`config.mk`:
```
export PLATFORM = sky130hd
export DESIGN_NAME = multichannel_frequency_counter
export DESIGN_NICKNAME = d
export VERILOG_FILES = /design/src/rtl/multichannel_frequency_counter.sv
export SDC_FILE = /design/constraint.sdc
export NUM_CORES = 1
export LEC_CHECK = 0
export CAP_MARGIN = 10
export CELL_PAD_IN_SITES_DETAIL_PLACEMENT = 1
export CELL_PAD_IN_SITES_GLOBAL_PLACEMENT = 1
export CORE_MARGIN = 2
export CORE_UTILIZATION = 41
export CTS_BUF_LIST = sky130_fd_sc_hd__clkbuf_4
export CTS_CLUSTER_DIAMETER = 120
export DETAILED_ROUTE_END_ITERATION = 8
export PLACE_DENSITY = 0.73
export SETUP_SLACK_MARGIN = 0.2
export SLEW_MARGIN = 10
export SYNTH_ARGS = -nofsm -noshare
export SYNTH_HDL_FRONTEND = slang
export SYNTH_SLANG_ARGS = --single-unit
```
`constraint.sdc`:
```
create_clock -name clk -period 3.61 [get_ports clk]
set_input_delay 0.9025 -clock clk [delete_from_list [all_inputs] [get_ports clk]]
set_output_delay 0.9025 -clock clk [all_outputs]
set_load 0.05 [all_outputs]
```
`src/rtl/multichannel_frequency_counter.sv`:
```
// Measures CHANNELS external clocks against one gate window derived from clk.
// Inputs are synchronized into clk; results are latched together per window.
module multichannel_frequency_counter #(
    parameter int unsigned CHANNELS      = 4,
    parameter int unsigned COUNTER_WIDTH = 28,
    parameter int unsigned GATE_WIDTH    = 28,
    parameter int unsigned SEL_WIDTH     = 4
) (
    input  logic                     clk,
    input  logic                     nreset,
    input  logic                     enable,
    input  logic [CHANNELS-1:0]      iclk,
    input  logic [GATE_WIDTH-1:0]    gate_period,
    input  logic [SEL_WIDTH-1:0]     sel,
    output logic [COUNTER_WIDTH-1:0] code,
    output logic                     overflow,
    output logic                     valid,
    output logic                     interrupt,
    input  logic                     interrupt_clear
);
    localparam logic [COUNTER_WIDTH-1:0] CNT_MAX    = '1;
    localparam logic [GATE_WIDTH-1:0]    MIN_PERIOD = GATE_WIDTH'(2);

    logic [CHANNELS-1:0]                     sync1;
    logic [CHANNELS-1:0]                     sync2;
    logic [CHANNELS-1:0]                     prev;
    logic [CHANNELS-1:0]                     edge_c;
    logic [CHANNELS-1:0][COUNTER_WIDTH-1:0]  cnt;
    logic [CHANNELS-1:0][COUNTER_WIDTH-1:0]  cnt_next_c;
    logic [CHANNELS-1:0]                     ovf;
    logic [CHANNELS-1:0]                     ovf_next_c;
    logic [CHANNELS-1:0][COUNTER_WIDTH-1:0]  result_reg;
    logic [CHANNELS-1:0]                     ovf_reg;
    logic [GATE_WIDTH-1:0]                   gate_cnt;
    logic [GATE_WIDTH-1:0]                   period_q;
    logic                                    boundary_c;
    logic                                    boundary_q;
    logic [COUNTER_WIDTH-1:0]                code_c;
    logic                                    overflow_c;

    // Two-flop synchronizer plus edge-detect flop per channel
    always_ff @(posedge clk or negedge nreset) begin
        if (!nreset) begin
            sync1 <= '0;
            sync2 <= '0;
            prev  <= '0;
        end else begin
            sync1 <= iclk;
            sync2 <= sync1;
            prev  <= sync2;
        end
    end

    assign edge_c = sync2 & ~prev;

    // Saturating increment; overflow marks that all-ones was reached this window
    always_comb begin
        cnt_next_c = cnt;
        ovf_next_c = ovf;
        for (int i = 0; i < int'(CHANNELS); i++) begin
            if (edge_c[i] && (cnt[i] != CNT_MAX)) begin
                cnt_next_c[i] = cnt[i] + COUNTER_WIDTH'(1);
            end
            ovf_next_c[i] = ovf[i] | (cnt_next_c[i] == CNT_MAX);
        end
    end

    // Window length is captured in the count-0 cycle, so a window never ends there
    assign boundary_c = enable && (gate_cnt != '0) && (gate_cnt == period_q - GATE_WIDTH'(1));

    always_ff @(posedge clk or negedge nreset) begin
        if (!nreset) begin
            gate_cnt <= '0;
            period_q <= '0;
        end else if (!enable) begin
            gate_cnt <= '0;
        end else begin
            if (gate_cnt == '0) begin
                period_q <= (gate_period < MIN_PERIOD) ? MIN_PERIOD : gate_period;
            end
            gate_cnt <= boundary_c ? '0 : gate_cnt + GATE_WIDTH'(1);
        end
    end

    // Edge counters and window-end latch; a boundary-cycle edge closes with its window
    always_ff @(posedge clk or negedge nreset) begin
        if (!nreset) begin
            cnt        <= '0;
            ovf        <= '0;
            result_reg <= '0;
            ovf_reg    <= '0;
        end else begin
            if (!enable || boundary_c) begin
                cnt <= '0;
                ovf <= '0;
            end else begin
                cnt <= cnt_next_c;
                ovf <= ovf_next_c;
            end
            if (boundary_c) begin
                result_reg <= cnt_next_c;
                ovf_reg    <= ovf_next_c;
            end
        end
    end

    // Status flags trail the boundary by one cycle, aligned with the readout register
    always_ff @(posedge clk or negedge nreset) begin
        if (!nreset) begin
            boundary_q <= 1'b0;
            valid      <= 1'b0;
            interrupt  <= 1'b0;
        end else begin
            boundary_q <= boundary_c;
            if (!enable) begin
                valid <= 1'b0;
            end else if (boundary_q) begin
                valid <= 1'b1;
            end
            if (boundary_q) begin
                interrupt <= 1'b1;
            end else if (interrupt_clear) begin
                interrupt <= 1'b0;
            end
        end
    end

    // Readout mux; out-of-range select reads zero
    always_comb begin
        code_c     = '0;
        overflow_c = 1'b0;
        for (int i = 0; i < int'(CHANNELS); i++) begin
            if (sel == SEL_WIDTH'(i)) begin
                code_c     = result_reg[i];
                overflow_c = ovf_reg[i];
            end
        end
    end

    always_ff @(posedge clk or negedge nreset) begin
        if (!nreset) begin
            code     <= '0;
            overflow <= 1'b0;
        end else begin
            code     <= code_c;
            overflow <= overflow_c;
        end
    end

endmodule
```
# Yosys cells after proc, flatten, opt, wreduce, memory -nomap -nowiden
# Index checks and enable logic that the tools add are counted.
[totals]
register_bits = 332
in_bits = 40
[op_classes]
add_sub_neg = 6
magnitude_cmp = 1
eq_ne = 13
n_mux = 21
bitwise = 6
reduce_logical = 13
[ops]
columns = ["cell", "count"]
rows = [
  ["$mux W28", 11],
  ["$add A28 B1 Y28 const B", 5],
  ["$eq A28 B28 Y1 const B", 4],
  ["$mux W112", 1],
  ["$ne A28 B28 Y1 const B", 4],
  ["$eq A28 B28 Y1", 1],
  ["$logic_not A28 Y1", 1],
  ["$lt A28 B2 Y1 const B", 1],
  ["$reduce_bool A28 Y1", 1],
  ["$sub A28 B1 Y28 const B", 1],
  ["$eq A4 B2 Y1 const B", 2],
  ["$mux W1", 8],
  ["$logic_and A1 B1 Y1", 6],
  ["$and A4 B4 Y4", 1],
  ["$eq A4 B1 Y1 const B", 1],
  ["$logic_not A4 Y1", 1],
  ["$mux W4", 1],
  ["$not A4 Y4", 1],
  ["$or A1 B1 Y1", 4],
  ["$ne A2 B1 Y1 const B", 1],
  ["$reduce_and A2 Y1", 1],
  ["$reduce_bool A2 Y1", 1],
  ["$logic_not A1 Y1", 1],
  ["$logic_or A1 B1 Y1", 1],
]

# Longest topological paths before layout
[logic_depth]
depth_word = 7
ltp_mapped = 14
ltp_nobuf = 10

# Least setup slack after synthesis
# Ideal clock, no wire load.
[synth_path]
kind = "register to register"
from = "register period_q[0]"
to = "register result_reg[106] (netlist bit)"
arrival_time_ns = 3.423
required_time_ns = 3.485
setup_slack_ns = 0.062
path_stages_with_launch = 14
period_less_slack_ns = 3.548
cell_sequence = "dfrtp_1 > inv_1 > ha_1 > or4b_2 > clkbuf_1 > nor2_1 > xnor2_1 > a22oi_1 > and2_1 > or4b_2 > nor4_1 > buf_2 > buf_2 > mux2_2"
[synth_between]
elab_chain_len = 3
[synth_rtl]
columns = ["item", "line_no", "rtl"]
rows = [
  ["from (decl)", "35", "logic [GATE_WIDTH-1:0] period_q;"],
  ["from (signal assigned)", "79", "period_q <= (gate_period < MIN_PERIOD) ? MIN_PERIOD : gate_period;"],
  ["$sub A28 B1 Y28", "69", "assign boundary_c = enable && (gate_cnt != '0) && (gate_cnt == period_q - GATE_WIDTH'(1));"],
  ["$eq A28 B28 Y1", "69", ""],
  ["$logic_and A1 B1 Y1", "69", ""],
  ["to (signal assigned)", "101", "result_reg <= cnt_next_c;"],
  ["to (decl)", "32", "logic [CHANNELS-1:0][COUNTER_WIDTH-1:0] result_reg;"],
]
# No other way between the ends.
# A chain may end at the register's enable or synchronous reset.

# Final worst setup path
[layout_path]
from = "register period_q[2]"
to = "register cnt[105] (netlist bit)"
[layout_between]
elab_chain_len = 5
[layout_rtl]
columns = ["item", "line_no", "rtl"]
rows = [
  ["$sub A28 B1 Y28", "69", ""],
  ["$eq A28 B28 Y1", "69", ""],
  ["$logic_and A1 B1 Y1", "69", ""],
  ["$logic_or A1 B1 Y1", "93", "if (!enable || boundary_c) begin"],
  ["$mux W112", "93", ""],
  ["to (signal assigned)", "97", "cnt <= cnt_next_c;"],
  ["to (decl)", "28", "logic [CHANNELS-1:0][COUNTER_WIDTH-1:0] cnt;"],
]
# No other way between the ends.

==> insert_results.sql <==
INSERT INTO impl_metrics (metric_group, metric, value, unit) VALUES
('outcome', 'status', 'complete, no violations', ''),
('die', 'floorplan.rows', '75', ''),
('pwr', 'cellLeakagePower', '9.13', 'nW'),
('finish', 'drive_above_1_share', '24.3', '%'),
('sta', 'setup_repair_after_global_routing_missed_its_margin', 'yes', ''),
('clock_tree', 'cts.clk_slew.worst_paths', '70', 'ps'),
('synthesis', 'synthTopCellsByCount', 'dfrtp_1, nor2_1, inv_1, mux2i_1, xnor2_1', ''),
('synthesis', 'seq_area_frac_synth', '48.3', '%'),
('critical_path', 'timing.critical_path.from', 'period_q[2]', ''),
('clock_tree', 'tritoncts', 'built', ''),
('synthesis', 'synthesized_netlist_cell_count', '1683', ''),
('run', 'max_capacitance_violation_count', '0', ''),
('route', 'detail_route.first_pass.iterations', '5', ''),
('clock_tree', 'ctsRootBufferMaster', 'clkbuf_4', ''),
('synthesis', 'netlist.top_cell.by_area', 'dfrtp_1', ''),
('route', 'totalWireLength', '59.4', 'mm'),
('die', 'die_w', '209', 'µm'),
('critical_path', 'reg2reg_depth', '11', ''),
('synthesis', 'synth_edf_count', '0', ''),
('clock_tree', 'ctsLongestPathBuffers', '3', ''),
('route', 'detail_route.wl_per_cell', '23.4', 'µm'),
('die', 'top_level_pins', '71', ''),
('critical_path', 'endpoint_type_of_the_worst_setup_path', 'flop', ''),
('sta', 'post-route-worst-setup-slack', '39.4', 'ps'),
('route', 'dr_wl_met2', '29.7', 'mm'),
('critical_path', 'cp_data_arrival_time', '4240', 'ps'),
('sta', 'hold_viol_final', '0', ''),
('pwr', 'power.total', '0.00873', 'W'),
('place', 'pre_cts_ws', '-30.3', 'ps'),
('critical_path', 'path_buf_inv', '3', ''),
('synthesis', 'netlist_area', '17200', 'µm²'),
('die', 'die_extent_in_y', '209', 'µm'),
('synthesis', 'async_flop_share', '100', '%'),
('critical_path', 'timing.setup.critical_path_class', 'flop to flop', ''),
('route', 'routed-via-count', '14700', ''),
('die', 'core_area', '41700', 'µm²'),
('grt', 'grt_overflow_total', '0', ''),
('finish', 'final_core_util', '52.7', '%'),
('sta', 'maxSlewHeadroom', '19.5', '%'),
('critical_path', 'r2r_start', 'period_q[2]', ''),
('clock_tree', 'numCtsBuffers', '91', ''),
('synthesis', 'synth-seq-cells', '332', ''),
('critical_path', 'crit_path_max_incr_delay', '600', 'ps'),
('grt', 'grt_antenna_before_repair', '2', ''),
('synthesis', 'syn-num-nets', '1730', ''),
('grt', 'grt_start_max_net_pins', '104', ''),
('route', 'antenna_violating_nets_post_route', '0', ''),
('synthesis', 'yosys-top-cells-area', 'dfrtp_1, mux2i_1, xnor2_1', ''),
('synthesis', 'unique_masters_post_synth', '66', ''),
('clock_tree', 'clk_latency', '830', 'ps'),
('finish', 'layout-area-overhead-vs-synth', '27.8', '%'),
('synthesis', 'most_common_flop_cell_mapped_by_yosys', 'dfrtp_1', ''),
('critical_path', 'reg2reg_slack', '40', 'ps'),
('pwr', 'irDropWorstVdd', '0.222', 'mV'),
('grt', 'gr-usage-all-layers', '25.2', '%'),
('sta', 'timing.fmax', '0.280', 'GHz'),
('critical_path', 'startpoint_type', 'flop', ''),
('grt', 'first_pass_grt_wire_length', '85.8', 'mm'),
('critical_path', 'cp.required', '4280', 'ps'),
('worst_hold_path', 'hold_path.class', 'input pin to asynchronous set/reset pin', ''),
('route', 'drt_first_iter_violations', '952', ''),
('place', 'numPortBuffers', '70', ''),
('place', 'detailed_place_hpwl', '38.6', 'mm'),
('sta', 'max_transition_viols_final', '0', ''),
('clock_tree', 'cts-htree-levels', '3', ''),
('critical_path', 'cp_slowest_cell', 'or4b_4', ''),
('place', 'final_weighted_congestion_in_routability_driven_placement', '0.904', ''),
('synthesis', 'syn_avg_cell_area', '10.2', 'µm²'),
('finish', 'final_nets', '1979', ''),
('pwr', 'power_density', '397', 'nW/µm²'),
('sta', 'timing.clock.skew', '66.6', 'ps');
==> kinds of logic after synthesis <==
group | Yosys count | share of synthesized area (%)
adder cells (fa/ha/maj) | 7 | 0.509
AND/OR/NAND/NOR | 679 | 21.0
buffers and inverters | 194 | 4.58
XOR/XNOR | 150 | 7.64
flip-flops | 332 | 48.3
multiplexers | 168 | 12.2
AO/OA/AOI/OAI | 153 | 5.78
==> worst max path at each step <==
| stage | cells after the start | end | slack, ps |
|---|---|---|---|
| 6_report | 11 | cnt[105] | 40 |
| 3_5_place_dp | 11 | result_reg[45] | -30 |
| 5_1_grt | 16 | cnt[111] | -70 |
| 4_1_cts | 10 | cnt[33] | 130 |
| 2_1_floorplan | 13 | result_reg[100] | 200 |
| 3_3_place_gp | 10 | cnt[44] | 40 |
==> where the power goes <==
part / internal [W] / switching (W) / total (W)
clock: 0.00178 / 0.00173 / 0.00351
sequential: 0.00383 / 0.000108 / 0.00394
combinational: 0.000588 / 0.000692 / 0.00128
total: 0.00620 / 0.00253 / 0.00873
==> final cells by class <==
| class | count | area, µm² |
|---|---|---|
| clock buffers | 129 | 968 |
| clock inverters | 29 | 166 |
| multi-input cells | 1157 | 8710 |
| diodes | 2 | 5.00 |
| well taps | 539 | 674 |
| repair buffers | 240 | 2710 |
| inverters | 110 | 413 |
| flip-flops and latches | 332 | 8310 |
| fillers | 4544 | 19700 |
==> through the flow <==
step	instances	instance area, µm²	setup TNS (ps)	hold slack (ps)
6_report	2538	22000	0	135
5_1_grt	2537	22000	-3540	182
4_1_cts	2492	20700	0	126
3_5_place_dp	2307	19100	-217	336
3_3_place_gp	2307	19100	0	333
2_1_floorplan	1683	17200	0	331
==> placed cells by master, fill, tap and decap left out, drive strengths merged, types with 65 or more instances in the layout <==
cell,instances
inv,113
mux2i,96
dfrtp,332
buf,159
nand2,79
nand3,75
nand4,65
clkdlybuf4s50,68
nor2,185
xnor2,92
clkbuf,142
==> repair_timing <==
action / 4_1_cts / 5_1_grt
setup buffers: 24 / 30
pin swaps: 10 / 57
endpoints found under the setup margin: 239 / 260
cloned: 3 / 14
hold buffers: 0 / 0
gates resized for setup: 31 / 192
==> layer usage <==
metal	global-route usage, %	vias to the layer above
met2	42.7	456
met4	10.4	0
met5	0	-
met3	4.22	155
li1	-	6510
met1	32.2	7616
Power figures use the tool's default switching activity.
